==> config.mk <==
export PLATFORM = sky130hd
export DESIGN_NAME = circuit_resp_misr
export DESIGN_NICKNAME = d
export VERILOG_FILES = /design/src/rtl/circuit_resp_misr.sv
export SDC_FILE = /design/constraint.sdc
export NUM_CORES = 1
export LEC_CHECK = 0
export CORE_UTILIZATION = 30
export DETAILED_ROUTE_END_ITERATION = 6
export GPL_TIMING_DRIVEN = 0
export SLEW_MARGIN = 20
export SYNTH_ARGS = -nofsm -noshare
export SYNTH_HDL_FRONTEND = slang
export SYNTH_SLANG_ARGS = --single-unit
export TNS_END_PERCENT = 30
==> constraint.sdc <==
create_clock -name clk -period 2.93 [get_ports clk]
set_clock_uncertainty 0.05 [all_clocks]
set_input_delay 0.586 -clock clk [delete_from_list [all_inputs] [get_ports clk]]
set_output_delay 0.586 -clock clk [all_outputs]
set_load 0.005 [all_outputs]
==> src/rtl/circuit_resp_misr.sv <==
// circuit_resp_misr: response compactor for the 12-in/4-out ECO test circuit.
// Each accepted response vector is folded into a multiple-input signature
// register. After NUM_VEC vectors the signature is compared against the
// expected value that was latched at start, and pass/fail is reported.
//
// Optional build macro RESP_MISR_XMASK_EN adds the in_xmask input and the
// xmask_seen output. Masked response bits are forced to zero before
// compaction, so don't-care outputs cannot disturb the signature.
module circuit_resp_misr #(
   parameter int                OUT_W   = 4,
   parameter int                MISR_W  = 16,
   parameter logic [MISR_W-1:0] POLY    = 16'h1021,
   parameter logic [MISR_W-1:0] SEED    = 16'h0000,
   parameter int                NUM_VEC = 256,
   parameter int                CNT_W   = 9
) (
   input  logic              clk,
   input  logic              rst_n,
   input  logic              start,
   input  logic [MISR_W-1:0] exp_sig,
   input  logic              in_valid,
   input  logic [OUT_W-1:0]  in_data,
`ifdef RESP_MISR_XMASK_EN
   input  logic [OUT_W-1:0]  in_xmask,
   output logic              xmask_seen,
`endif
   output logic              in_ready,
   output logic [MISR_W-1:0] sig,
   output logic [CNT_W-1:0]  vec_cnt,
   output logic              busy,
   output logic              done,
   output logic              pass
);

   typedef enum logic [1:0] {
      IDLE = 2'd0,
      RUN  = 2'd1,
      DONE = 2'd2
   } state_t;

   // Count value held just before the final accept of a run.
   localparam logic [CNT_W-1:0] LAST_CNT = CNT_W'(NUM_VEC - 1);

   state_t            state_q;
   state_t            state_d;
   logic [MISR_W-1:0] exp_q;
   logic [MISR_W-1:0] sig_d;
   logic [MISR_W-1:0] comp_data;
   logic [CNT_W-1:0]  cnt_d;
   logic              pass_d;
   logic              load;
`ifdef RESP_MISR_XMASK_EN
   logic              xseen_d;
`endif

   // One MISR shift: shift left, apply the polynomial when the MSB falls
   // out, then fold in the (already zero-extended) response vector.
   function automatic logic [MISR_W-1:0] misr_step(input logic [MISR_W-1:0] s,
                                                   input logic [MISR_W-1:0] d);
      logic [MISR_W-1:0] fb;
      fb = s[MISR_W-1] ? POLY : '0;
      return {s[MISR_W-2:0], 1'b0} ^ fb ^ d;
   endfunction

   // Response vector actually compacted, zero-extended to signature width.
   always_comb begin
`ifdef RESP_MISR_XMASK_EN
      comp_data = MISR_W'(in_data & ~in_xmask);
`else
      comp_data = MISR_W'(in_data);
`endif
   end

   // Next-state, datapath update and state-decoded outputs.
   always_comb begin
      state_d  = state_q;
      sig_d    = sig;
      cnt_d    = vec_cnt;
      pass_d   = pass;
      load     = 1'b0;
      in_ready = 1'b0;
      busy     = 1'b0;
      done     = 1'b0;
`ifdef RESP_MISR_XMASK_EN
      xseen_d  = xmask_seen;
`endif
      case (state_q)
         IDLE: begin
            if (start) begin
               state_d = RUN;
               load    = 1'b1;
               sig_d   = SEED;
               cnt_d   = '0;
               pass_d  = 1'b0;
`ifdef RESP_MISR_XMASK_EN
               xseen_d = 1'b0;
`endif
            end
         end
         RUN: begin
            in_ready = 1'b1;
            busy     = 1'b1;
            // start is deliberately not decoded here: a run cannot restart.
            if (in_valid) begin
               sig_d = misr_step(sig, comp_data);
               cnt_d = vec_cnt + CNT_W'(1);
`ifdef RESP_MISR_XMASK_EN
               if (in_xmask != '0) begin
                  xseen_d = 1'b1;
               end
`endif
               if (vec_cnt == LAST_CNT) begin
                  state_d = DONE;
                  // Verdict uses the signature that includes the final vector.
                  pass_d  = (sig_d == exp_q);
               end
            end
         end
         DONE: begin
            done = 1'b1;
            if (start) begin
               state_d = RUN;
               load    = 1'b1;
               sig_d   = SEED;
               cnt_d   = '0;
               pass_d  = 1'b0;
`ifdef RESP_MISR_XMASK_EN
               xseen_d = 1'b0;
`endif
            end
         end
         default: begin
            state_d = IDLE;
         end
      endcase
   end

   // State, signature, counter, verdict and expected-value registers.
   always_ff @(posedge clk or negedge rst_n) begin
      if (!rst_n) begin
         state_q <= IDLE;
         sig     <= SEED;
         vec_cnt <= '0;
         exp_q   <= '0;
         pass    <= 1'b0;
      end else begin
         state_q <= state_d;
         sig     <= sig_d;
         vec_cnt <= cnt_d;
         pass    <= pass_d;
         if (load) begin
            exp_q <= exp_sig;
         end
      end
   end

`ifdef RESP_MISR_XMASK_EN
   // Sticky flag: some response bit of this run was masked out.
   always_ff @(posedge clk or negedge rst_n) begin
      if (!rst_n) begin
         xmask_seen <= 1'b0;
      end else begin
         xmask_seen <= xseen_d;
      end
   end
`endif

endmodule

# ---- Word level (Yosys, flattened, before mapping)
# Index checks and enable logic that the tools add are counted.
dict set report totals {
  regBits 44
  input_bits 24
  word_cells 40
  out_inout_bits 29
}
dict set report op_classes {
  eq_ne 7
  n_mux 19
  reduce_logical 6
  bitwise 2
  add_sub_neg 1
}
# cell n
set op_table {}
lappend op_table {{2-to-1 mux 16 bit} 2}
lappend op_table {{one-hot mux 16 bit (2 select lines)} 1}
lappend op_table {{2-to-1 mux 9 bit} 2}
lappend op_table {{one-hot mux 9 bit (2 select lines)} 1}
lappend op_table {{equality test 16 bit} 1}
lappend op_table {{bitwise XOR 16 x 13 -> 16 bit} 1}
lappend op_table {{bitwise XOR 16 x 4 -> 16 bit} 1}
lappend op_table {{2-to-1 mux 13 bit} 1}
lappend op_table {{adder 9 x 1 -> 9 bit (second input constant)} 1}
lappend op_table {{equality test 9 x 8 -> 1 bit (second input constant)} 1}
lappend op_table {{2-to-1 mux 1 bit} 7}
lappend op_table {{2-to-1 mux 2 bit} 3}
lappend op_table {{AND reduction 3 bit} 2}
lappend op_table {{!= test 2 bit (second input constant)} 2}
lappend op_table {{one-hot mux 2 bit (2 select lines)} 1}
lappend op_table {{AND reduction 4 bit} 1}
lappend op_table {{equality test 2 x 1 -> 1 bit (second input constant)} 1}
lappend op_table {{equality test 2 bit (second input constant)} 1}
lappend op_table {{zero test 2 bit} 1}
lappend op_table {{!= test 2 x 1 -> 1 bit (second input constant)} 1}
lappend op_table {{one-hot mux 1 bit (2 select lines)} 1}
lappend op_table {{nonzero test 2 bit} 1}
lappend op_table {{OR reduction 2 bit} 1}

# ---- Depth between registers and ports, before layout
dict set report depth {
  word_depth 7
  mapped_depth 8
  depth_no_buf 8
}

# ---- Least setup slack after synthesis
# No wires, ideal clock.
dict set report synth_path {
  kind {register to register}
  startpoint {register vec_cnt[0]}
  endpoint {register pass}
  setup_ns 0.092
  slack_ns 1.174
  path_stages_with_launch 9
  synth_period_minus_slack_ns 1.756
  arrival_time_ns 1.614
  cell_sequence {dfrtp_1 > ha_1 > nand3_1 > nor2_1 > ha_1 > nand4b_1 > nor4_1 > nand4_1 > o31ai_2}
}
dict set report synth_via {
  elab_chain_cells 3
}
# item line
set synth_rtl {}
lappend synth_rtl {{start, declared} 29} ;# output logic [CNT_W-1:0] vec_cnt,
lappend synth_rtl {{start signal, assigned} 149} ;# vec_cnt <= cnt_d;
lappend synth_rtl {{equality test 9 x 8 -> 1 bit} 112} ;# if (vec_cnt == LAST_CNT) begin
lappend synth_rtl {{!= test 2 bit (no source line)} --}
lappend synth_rtl {{AND reduction 4 bit (no source line)} --}
lappend synth_rtl {{end signal, assigned} 150} ;# pass <= pass_d;
lappend synth_rtl {{end, declared} 32} ;# output logic pass
# No other way between the ends.
# A chain may end at the register's enable or synchronous reset.

# ---- Worst setup path in the final report
dict set report layout_path {
  startpoint {register state_q[0]}
  endpoint {output port in_ready}
}
dict set report layout_via {
  elab_chain_cells 2
}
# item line
set layout_rtl {}
lappend layout_rtl {{start, declared} 44} ;# state_t state_q;
lappend layout_rtl {{start signal, assigned} 147} ;# state_q <= state_d;
lappend layout_rtl {{equality test 2 x 1 -> 1 bit} 87} ;# case (state_q)
lappend layout_rtl {{2-to-1 mux 1 bit} 87}
lappend layout_rtl {{end, declared} 27} ;# output logic in_ready,
# No other way between the ends.

==> summary.md <==
| Metric | Value |
|---|---|
| Result of the run | finished with violations |
| Violations in the final reports | DRC |
| DRC violations left | 4 |
| GP Congestion | 0.770 |
| Number of placement rows | 29 |
| Post-synthesis sequential element count | 44 |
| Setup_tns | 0 ps |
| Final hold viol count | 0 |
| Synth cell types | 26 |
| Proportion of netlist area held by the largest area contributor | 0.534 |
| Maximum level of the CTS H-tree | 2 |
| Estimated wirelength of the detail-placed design | 3730 um |
| Antenna Cells | 0 |
| Max Transition Viols Final | 0 |
| Sum of routed wire length over all layers | between 5000 and 6000 um |
| Net count reported at finish | 311 |
| Iter 0 DRT Violations | 89 |
| DR pass1 iterations | 7 |
| Detail-routed via count per cell | 4.72 |
| Post-synthesis cell area | 2060 um^2 |
| Final critical-path required period | around 2200 ps |
| Critical path start-end classification | flop to primary output |
| Resized Gates After CTS | 0 |
| Fmax | 453 MHz |
| Yosys synthesis warning count | 0 |
| Mapped Nets | 251 |
| Overall track demand over capacity in global routing | 0.158 |
| Largest vdd supply drop | about 220 uV |
| Initial antenna violation count | 0 |
| Critical path capture point type | primary output |
| Transition at the pin with the smallest max-transition slack | 484 ps |
| List of most frequent post-synthesis cells | sky130_fd_sc_hd__nand2_1, sky130_fd_sc_hd__dfrtp_1, sky130_fd_sc_hd__nand3_1 |
| Hold-fix buffers at CTS | 0 |
| Routed wire length per instance | 14.1 um |
| Height of the chip | 84.9 um |
| Standby leakage power | ~1.3 nW |
| Count of buffers added by post-CTS timing repair for setup | 0 |
| Synthesized instance count | 225 |
| Endpoint of the worst register-to-register path | pass |
| Data arrival time at the worst-slack endpoint | about 1600 ps |
| Layout fillers | 629 |
| Worst r2r path cells | 8 |
| Overall overflow remaining after global route | 0 |
| Count of input and output buffers | 52 |
| Proportion of register bits with asynchronous set or reset after synthesis | 1.00 |
| Via total after detailed routing | 1712 |
| Power Density | 853 nW/um^2 |
| Hold crit path type | primary input to asynchronous set/reset pin |
| Reg clk slew, reported paths | 90 ps |
| Share of post-route cells with drive strength above 1 | 0.0839 |
| Type of origin of the critical path | flop |
| Clk buf depth | 2 |
| Util after Layout | 0.434 |
| Cell types with the largest area share after synthesis | sky130_fd_sc_hd__dfrtp_1, sky130_fd_sc_hd__nand2_1, sky130_fd_sc_hd__xor2_1, sky130_fd_sc_hd__nand3_1, sky130_fd_sc_hd__xnor2_1 |
| Startpoint of the worst register-to-register path | vec_cnt[0] |
| Count of maximum capacitance violations | 0 |
| # IOs | between 50 and 60 |
| Slack of the worst reg-to-reg path | 900 ps |
| Global-route wire length before repair | 8620 um |
| Cell taking the most area after synthesis | sky130_fd_sc_hd__dfrtp_1 |
| Required time worst endpoint | 2290 ps |
| X dimension of the die | roughly 85 um |
| RSZ-0062 raised after global routing | no |
| Largest driver fanout on the critical path | 7 |
| Number of global-route vias before repair | ~1.7k |
| Part of the Yosys area used for sequential elements | 0.534 |
| Antenna-violating nets left | 0 |
| Area inside the core boundary | 6490 um^2 |
| CTS Sinks | 44 |
| Mean area per synthesized cell | 9.17 um^2 |
| Root buffer selected by CTS | sky130_fd_sc_hd__clkbuf_8 |
| Endpoints failing setup | 0 |
| Die area | 7210 um^2 |
| Cell with the most instances after synthesis | sky130_fd_sc_hd__nand2_1 |
| Pin count of the biggest net entering global routing | 31 |
| Overall power of the completed layout | 2.41 mW |
| Ys flop type | sky130_fd_sc_hd__dfrtp_1 |
| Num CTS Buffers | 5 |
| Fin crit share | 0.754 |
| TritonCTS clock tree | yes |
| Synthesis-to-finish area growth | 36.7% |
| Starting density of the core | 0.318 |
| Number of enable-type register cells in the synthesized netlist | 0 |
| Insertion delay of the later-clocked pin in the worst-skew pair | between 300 and 400 ps |
| Worst-case headroom to the max-slew limit | 0.677 |
## cell type report
class	instances	area, um^2	area share
plain buffers	13	65.1	0.0231
clock buffers	7	96.3	0.0341
clock inverters	1	30.0	0.0106
inverters	2	7.51	0.00266
multi-input cells	166	890	0.315
flip-flops and latches	44	1100	0.390
well taps	77	96.3	0.0341
repair buffers	53	536	0.190
## per-layer routing
layer / wire length (um) / GRT usage / share of wire / up-vias
li1: - / - / - / 844
met5: 0 / 0 / 0 / -
met2: 2400 / 0.256 / 0.47 / 49
met4: 68 / 0.0616 / 0.013 / 0
met3: 226 / 0.0389 / 0.044 / 6
met1: 2410 / 0.204 / 0.47 / 813
## cell usage in the layout (no fill, tap or decap), drive strengths merged
master | synthesis | layout
a211oi | 1 | 1
a21oi | 1 | 1
and3 | 2 | 2
and3b | 1 | 1
buf | 11 | 13
bufinv | 0 | 1
clkbuf | 2 | 9
clkdlybuf4s50 | 0 | 51
dfrtp | 44 | 44
ha | 2 | 2
inv | 2 | 2
nand2 | 75 | 75
nand2b | 2 | 2
nand3 | 22 | 22
nand3b | 1 | 1
nand4 | 4 | 4
nand4b | 1 | 1
nor2 | 8 | 8
nor2b | 2 | 2
nor3 | 4 | 4
nor4 | 2 | 2
o21ai | 9 | 9
o31ai | 1 | 1
or3 | 1 | 1
xnor2 | 8 | 8
xor2 | 19 | 19
## kinds of logic (layout without fill, tap and decap cells)
kind of cell | count (synthesis) | in the layout | synth area share
buffers and inverters | 15 | 76 | 0.0352
flip-flops | 44 | 44 | 0.534
AO/OA/AOI/OAI | 12 | 12 | 0.0340
XOR/XNOR | 27 | 27 | 0.115
adder cells (fa/ha/maj) | 2 | 2 | 0.0121
AND/OR/NAND/NOR | 125 | 125 | 0.270
## report_power, final
| part | total [mW] | internal [mW] | switching [mW] |
|---|---|---|---|
| sequential | 1.06 | 0.832 | 0.227 |
| combinational | 0.834 | 0.457 | 0.377 |
| clock | 0.513 | 0.301 | 0.213 |
## worst max-delay path, cell delays in order, from the launching register on
cell                              delay [ps]
sky130_fd_sc_hd__dfrtp_1                 430
sky130_fd_sc_hd__nor2b_1                 230
sky130_fd_sc_hd__buf_4                   140
sky130_fd_sc_hd__clkdlybuf4s50_1         480
## how the worst max path moves through the flow
stage | startpoint | to | slack (ps) | cells after the start
floorplan | vec_cnt[0] | pass | 1170 | 8
global placement | rst_n | sig[13] | -30 | 1
detailed placement | start | exp_q[10] | 700 | 5
CTS | state_q[0] | in_ready | 720 | 3
global route | state_q[0] | in_ready | 650 | 3
finish | state_q[0] | in_ready | 720 | 3
## through the flow
step / cell area, um^2 / std cells / setup slack [ps] / hold slack (ps)
2_1_floorplan: 2060 / 225 / 1170 / 240
4_1_cts: 2820 / 363 / 719 / 140
3_5_place_dp: 2700 / 355 / 704 / 437
3_3_place_gp: 2680 / 354 / -32.6 / 431
6_report: 2820 / 363 / 722 / 136
5_1_grt: 2820 / 363 / 651 / 151
## sequential cells by signal, indices dropped and copies added, names as in the netlist
register	count
state_q	2
exp_q	16
sig	16
pass	1
vec_cnt	9
(Power assumes the default switching activity.)
